[src/rtl/aer_spike_decoder.sv]
// rtl/aer_spike_decoder.sv - AER event receiver: event FIFO plus fixed-length one-hot row strobe
// Optional feature macro: AER_EVENT_COUNT_EN (adds the 16-bit delivered-strobe counter event_count)
module aer_spike_decoder #(
  parameter int NUM_SYNAPSE_ROWS = 4,
  parameter int ADDR_W           = (NUM_SYNAPSE_ROWS > 1) ? $clog2(NUM_SYNAPSE_ROWS) : 1,
  parameter int FIFO_DEPTH       = 4,
  parameter int PULSE_CYCLES     = 2
) (
  input  logic                        main_clk,
  input  logic                        main_rst_n,
  input  logic                        aer_valid,
  output logic                        aer_ready,
  input  logic [ADDR_W-1:0]           aer_addr,
  input  logic                        enable,
  input  logic                        err_clr,
  output logic [NUM_SYNAPSE_ROWS-1:0] row_pulse,
  output logic                        busy,
  output logic                        err_addr
`ifdef AER_EVENT_COUNT_EN
  ,
  output logic [15:0]                 event_count
`endif
);

  localparam int PTR_W = $clog2(FIFO_DEPTH);
  localparam int CNT_W = (PULSE_CYCLES > 1) ? $clog2(PULSE_CYCLES) : 1;
  localparam logic [CNT_W-1:0] CNT_INIT = CNT_W'(PULSE_CYCLES - 1);
  localparam logic [ADDR_W:0] ROW_LIMIT = (ADDR_W + 1)'(NUM_SYNAPSE_ROWS);
  localparam logic [NUM_SYNAPSE_ROWS-1:0] ROW_ONE = NUM_SYNAPSE_ROWS'(1);
  localparam logic [PTR_W:0] PTR_ONE = (PTR_W + 1)'(1);

  typedef enum logic [1:0] {
    S_IDLE,
    S_PULSE,
    S_GAP
  } state_t;

  state_t                      r_state;
  state_t                      w_state_nxt;
  logic [PTR_W:0]              r_wr_ptr;
  logic [PTR_W:0]              r_rd_ptr;
  logic [ADDR_W-1:0]           r_mem [FIFO_DEPTH];
  logic [CNT_W-1:0]            r_cnt;
  logic [CNT_W-1:0]            w_cnt_nxt;
  logic [NUM_SYNAPSE_ROWS-1:0] r_row_pulse;
  logic [NUM_SYNAPSE_ROWS-1:0] w_row_nxt;
  logic                        r_err_addr;
  logic                        w_full;
  logic                        w_empty;
  logic                        w_accept;
  logic                        w_in_range;
  logic                        w_push;
  logic                        w_pop;
  logic                        w_start_ok;
  logic [ADDR_W-1:0]           w_head;

  // Full when pointers differ only in the wrap bit; empty when identical.
  assign w_empty    = (r_wr_ptr == r_rd_ptr);
  assign w_full     = (r_wr_ptr[PTR_W] != r_rd_ptr[PTR_W]) &&
                      (r_wr_ptr[PTR_W-1:0] == r_rd_ptr[PTR_W-1:0]);
  assign aer_ready  = !w_full;
  assign w_accept   = aer_valid && aer_ready;
  assign w_in_range = ({1'b0, aer_addr} < ROW_LIMIT);
  // Out-of-range words complete the handshake but never enter the buffer.
  assign w_push     = w_accept && w_in_range;
  assign w_head     = r_mem[r_rd_ptr[PTR_W-1:0]];
  assign w_start_ok = enable && !w_empty;

  assign row_pulse  = r_row_pulse;
  assign busy       = !w_empty || (r_state != S_IDLE);
  assign err_addr   = r_err_addr;

  // Event storage; contents need no reset because the pointers define validity.
  always_ff @(posedge main_clk) begin
    if (w_push) begin
      r_mem[r_wr_ptr[PTR_W-1:0]] <= aer_addr;
    end
  end

  // FIFO pointer update; a pop and a push may happen in the same cycle.
  always_ff @(posedge main_clk or negedge main_rst_n) begin
    if (!main_rst_n) begin
      r_wr_ptr <= '0;
      r_rd_ptr <= '0;
    end else begin
      if (w_push) begin
        r_wr_ptr <= r_wr_ptr + PTR_ONE;
      end
      if (w_pop) begin
        r_rd_ptr <= r_rd_ptr + PTR_ONE;
      end
    end
  end

  // Sticky address error; a new error in the same cycle as err_clr keeps the flag set.
  always_ff @(posedge main_clk or negedge main_rst_n) begin
    if (!main_rst_n) begin
      r_err_addr <= 1'b0;
    end else if (w_accept && !w_in_range) begin
      r_err_addr <= 1'b1;
    end else if (err_clr) begin
      r_err_addr <= 1'b0;
    end
  end

  // Strobe FSM state register together with the registered strobe and its length counter.
  always_ff @(posedge main_clk or negedge main_rst_n) begin
    if (!main_rst_n) begin
      r_state     <= S_IDLE;
      r_cnt       <= '0;
      r_row_pulse <= '0;
    end else begin
      r_state     <= w_state_nxt;
      r_cnt       <= w_cnt_nxt;
      r_row_pulse <= w_row_nxt;
    end
  end

  // Next-state logic; the GAP cycle is the single zero cycle between strobes and may launch the next one.
  always_comb begin
    w_state_nxt = r_state;
    w_cnt_nxt   = r_cnt;
    w_row_nxt   = r_row_pulse;
    w_pop       = 1'b0;
    case (r_state)
      S_IDLE, S_GAP: begin
        w_row_nxt   = '0;
        w_state_nxt = S_IDLE;
        if (w_start_ok) begin
          w_pop       = 1'b1;
          w_row_nxt   = ROW_ONE << w_head;
          w_cnt_nxt   = CNT_INIT;
          w_state_nxt = S_PULSE;
        end
      end
      S_PULSE: begin
        if (r_cnt == '0) begin
          w_row_nxt   = '0;
          w_state_nxt = S_GAP;
        end else begin
          w_cnt_nxt = r_cnt - CNT_W'(1);
        end
      end
      default: begin
        w_row_nxt   = '0;
        w_state_nxt = S_IDLE;
      end
    endcase
  end

`ifdef AER_EVENT_COUNT_EN
  logic [15:0] r_event_count;

  // Saturating count of strobes launched; only reset clears it.
  always_ff @(posedge main_clk or negedge main_rst_n) begin
    if (!main_rst_n) begin
      r_event_count <= '0;
    end else if (w_pop && (r_event_count != 16'hFFFF)) begin
      r_event_count <= r_event_count + 16'd1;
    end
  end

  assign event_count = r_event_count;
`endif

endmodule
[config.mk]
export PLATFORM = sky130hd
export DESIGN_NAME = aer_spike_decoder
export DESIGN_NICKNAME = d
export VERILOG_FILES = /design/src/rtl/aer_spike_decoder.sv
export SDC_FILE = /design/constraint.sdc
export NUM_CORES = 1
export LEC_CHECK = 0
export ABC_AREA = 1
export CAP_MARGIN = 40
export CORE_ASPECT_RATIO = 0.9
export CORE_UTILIZATION = 45
export DETAILED_ROUTE_END_ITERATION = 8
export GPL_TIMING_DRIVEN = 0
export PLACE_DENSITY = 0.73
export SYNTH_ARGS = -nofsm -noshare
export SYNTH_HDL_FRONTEND = slang
export SYNTH_SLANG_ARGS = --single-unit
[constraint.sdc]
create_clock -name main_clk -period 2.7 [get_ports main_clk]
set_input_delay 0.54 -clock main_clk [delete_from_list [all_inputs] [get_ports main_clk]]
set_output_delay 0.54 -clock main_clk [all_outputs]
set_load 0.01 [all_outputs]
==> results.txt <==
- Initial Util: 0.485
- Crit-path max FO: 7
- Across the routed clock network, the largest skew measured is 2.07 ps.
* NumNets Final: 143
- CTS root buffer: sky130_fd_sc_hd__clkbuf_4
- Summed over all instances, the cell type with the most area after synthesis is sky130_fd_sc_hd__dfrtp_1.
* Share of cells above drive strength 1: 0.154
* Post-CTS Hold Buffers: 0
- The cell area that synthesis handed to floorplanning was 1070 µm².
* Fraction of synthesis flops using an asynchronous set or reset pin: 0.619
- Gates resized during post-CTS repair numbered 0.
- The synthesized design contains 21 register bits.
- Fraction of synthesized cell area taken by the top area cell type: 0.305
* Core Area: 2200 µm²
- Top-level I/O count: 14
- After clock tree synthesis, the clock-pin slew on the worst setup and hold paths is 120 ps.
- For this run, the share of the core covered by cells in the final layout is 0.563.
* Global Route Usage Sum: 0.164
- Peak VDD IR: 0.000589 V
- Buffers inserted by post-CTS timing repair: 0
* Initial antenna violation count: 0
* IO Port Bufs: 11
- Number of warnings reported in the yosys synthesis log: 0
* Transition time at the pin with the least slew margin: 575 ps
- # clock sinks: 21
- Clock tree from TritonCTS: built
* Maximum count of clock buffers along a single path: 2
- Number of H-tree levels: 1
- For the worst setup path, the data required time is 2160 ps.
- Of the synthesized area, sequential elements account for 0.530.
- The final layout contains routed wiring with a total length of 1770 µm.
- Post-Place Cells: 153
- Final weighted congestion in routability-driven placement: 0.732
- The repair_antennas step left the layout with diodes totalling 0.
- Post-route minimum period: 2280 ps
* Vias in the first global route: 682
- Final worst path period share: 0.845
* Arr. time, crit path: 1740 ps
* Static Leakage: 0.597 nW
* Maximum number of pins on one net before global-route repair: 14
- Dividing the detail-routed via count by the number of cells gives 4.73.
- The HPWL after detailed placement is 1380 µm.
* DRC: 0
- DRT iter0 DRCs: 16
* Number of enable-type register cells in the synthesized netlist: 8
- The floorplan step defined a die boundary enclosing 2570 µm².
- From left edge to right edge, the die measures 53.3 µm.
* TritonCTS buffer count: 3
- After routing, the total negative slack on setup checks comes to 0 ps.
- Final setup violation count: 0
- After synthesis, the most frequently instantiated cells are sky130_fd_sc_hd__nand2_1 (33), sky130_fd_sc_hd__inv_1 (15), sky130_fd_sc_hd__dfrtp_1 (13).
* Pwr/cell area: 1070 nW/µm²
* Max-cap check violation count: 0
- Average routed wire per standard cell: 11.3 µm
* Achievable clock frequency: 438 MHz
- Latest clock arrival within the worst-skew pair: 290 ps
- Library cell with the highest instance count after synthesis: sky130_fd_sc_hd__nand2_1
* Post-route antenna net violation count: 0
- Final Hold Vio Count: 0
- The worst setup path is of the register to primary output kind.
- Critical path endpoint category: primary output
- Before antenna repair, the detailed router went through 4 iterations.
* Number of distinct library cell variants in the gate-level netlist after synthesis: 22
- Path category of the worst min-delay check: register to register
* Final cell count without fillers: 157
* First-pass GRT wire length: 2900 µm
- The final max-slew violation count was 0.
- Startpoint types: register
- Vias post-DR: 742
* Row Count: 16
- Synthesis produced a netlist with a net count of 127.
- In the synthesized netlist the dominant register cell turns out to be sky130_fd_sc_hd__dfrtp_1.
- Layout Area Growth over Synthesis: 16.1%
- A synthesized cell averages 9.28 µm².
- Sorting the synthesized cells by area gives the leading types as sky130_fd_sc_hd__dfrtp_1 (30%), sky130_fd_sc_hd__edfxtp_1 (23%), sky130_fd_sc_hd__nand2_1 (12%).
- Synthesized netlist cell count: 115
* Unrepaired setup endpoints after global routing: false
- Headroom to the max-slew limit: 0.616
- The run finished with clean final reports.
- Aggregate global routing overflow: 0
- Measured along the y axis, the die boundary spans 48.2 µm.
[worst max-delay path, cell delays in order (launching register included)]
cell and delay (ps):
sky130_fd_sc_hd__dfrtp_1 480, sky130_fd_sc_hd__inv_2 160, sky130_fd_sc_hd__nand2_2 80, sky130_fd_sc_hd__nand2_4 80, sky130_fd_sc_hd__nand3_2 140, sky130_fd_sc_hd__clkdlybuf4s50_1 510
[layout make-up]
cell class                      instances  area (µm²)
Sequential cell                        21         566
Tap cell                               27        33.8
Fill cell                             209         963
Timing Repair Buffer                   11         110
Clock buffer                            3        22.5
Multi-Input combinational cell         76         430
Inverter                               17        63.8
Buffer                                  1        7.51
Clock inverter                          1        5.00
[path summary, 6_finish.rpt]
check                           depth (start not counted)         from           end  slack (ps)
worst max-delay path                                    5  r_rd_ptr[0]     aer_ready         420
worst min-delay path                                    1        r_cnt    r_state[1]         460
worst max register to register                          6  r_rd_ptr[0]   r_mem[1][1]        1210
min in group asynchronous                               1   main_rst_n  row_pulse[1]         600
worst min register to register                          1        r_cnt    r_state[1]         460
max in group asynchronous                               1   main_rst_n   r_wr_ptr[1]        1730
[kinds of logic after synthesis]
kind of cell	after synthesis	synth area share
buffers and inverters	18	0.0668
xor gates and xnor gates	3	0.0246
and+or+nand+nor	61	0.283
AOI/OAI and AO/OA	6	0.0340
adders and majority gates	5	0.0586
other	1	0.00351
DFF	21	0.530
[sequential cells by signal (all words and copies together), names as in the netlist]
register   flops
r_cnt          1
r_mem          8
r_rd_ptr       3
r_state        2
r_wr_ptr       3
row_pulse      4
[power by group]
group | total, W | switching (W) | internal [W]
combinational | 0.000632 | 0.000377 | 0.000255
clock | 0.000148 | 0.0000924 | 0.0000551
sequential | 0.000552 | 0.000106 | 0.000446
total | 0.00133 | 0.000576 | 0.000756
[routing by layer]
metal	vias to the layer above	global-route usage	wire [µm]
met5	-	0	0
met4	0	0.0789	19
met3	2	0.0280	55
met2	12	0.300	889
met1	342	0.191	803
li1	386	-	-
[layout by cell type, fill, tap and decap left out, drive strengths merged, types with 2 or more instances in the layout]
master / count
clkdlybuf4s50: 11
o21ai: 5
nand3: 7
dfrtp: 13
nand2: 41
inv: 17
nor2: 11
xnor2: 2
edfxtp: 8
clkbuf: 3
ha: 5
[through the flow]
step                total power, W  cell area [µm²]  setup WS, ps  hold WS (ps)
finish                     0.00133             1240           418           458
global route               0.00146             1240           305           488
CTS                        0.00135             1240           400           466
detailed placement         0.00120             1210           757           449
global placement           0.00116             1210           790           434
floorplan                  0.00101             1070          1360           244
Note: power is estimated with default switching activity, not from simulation.
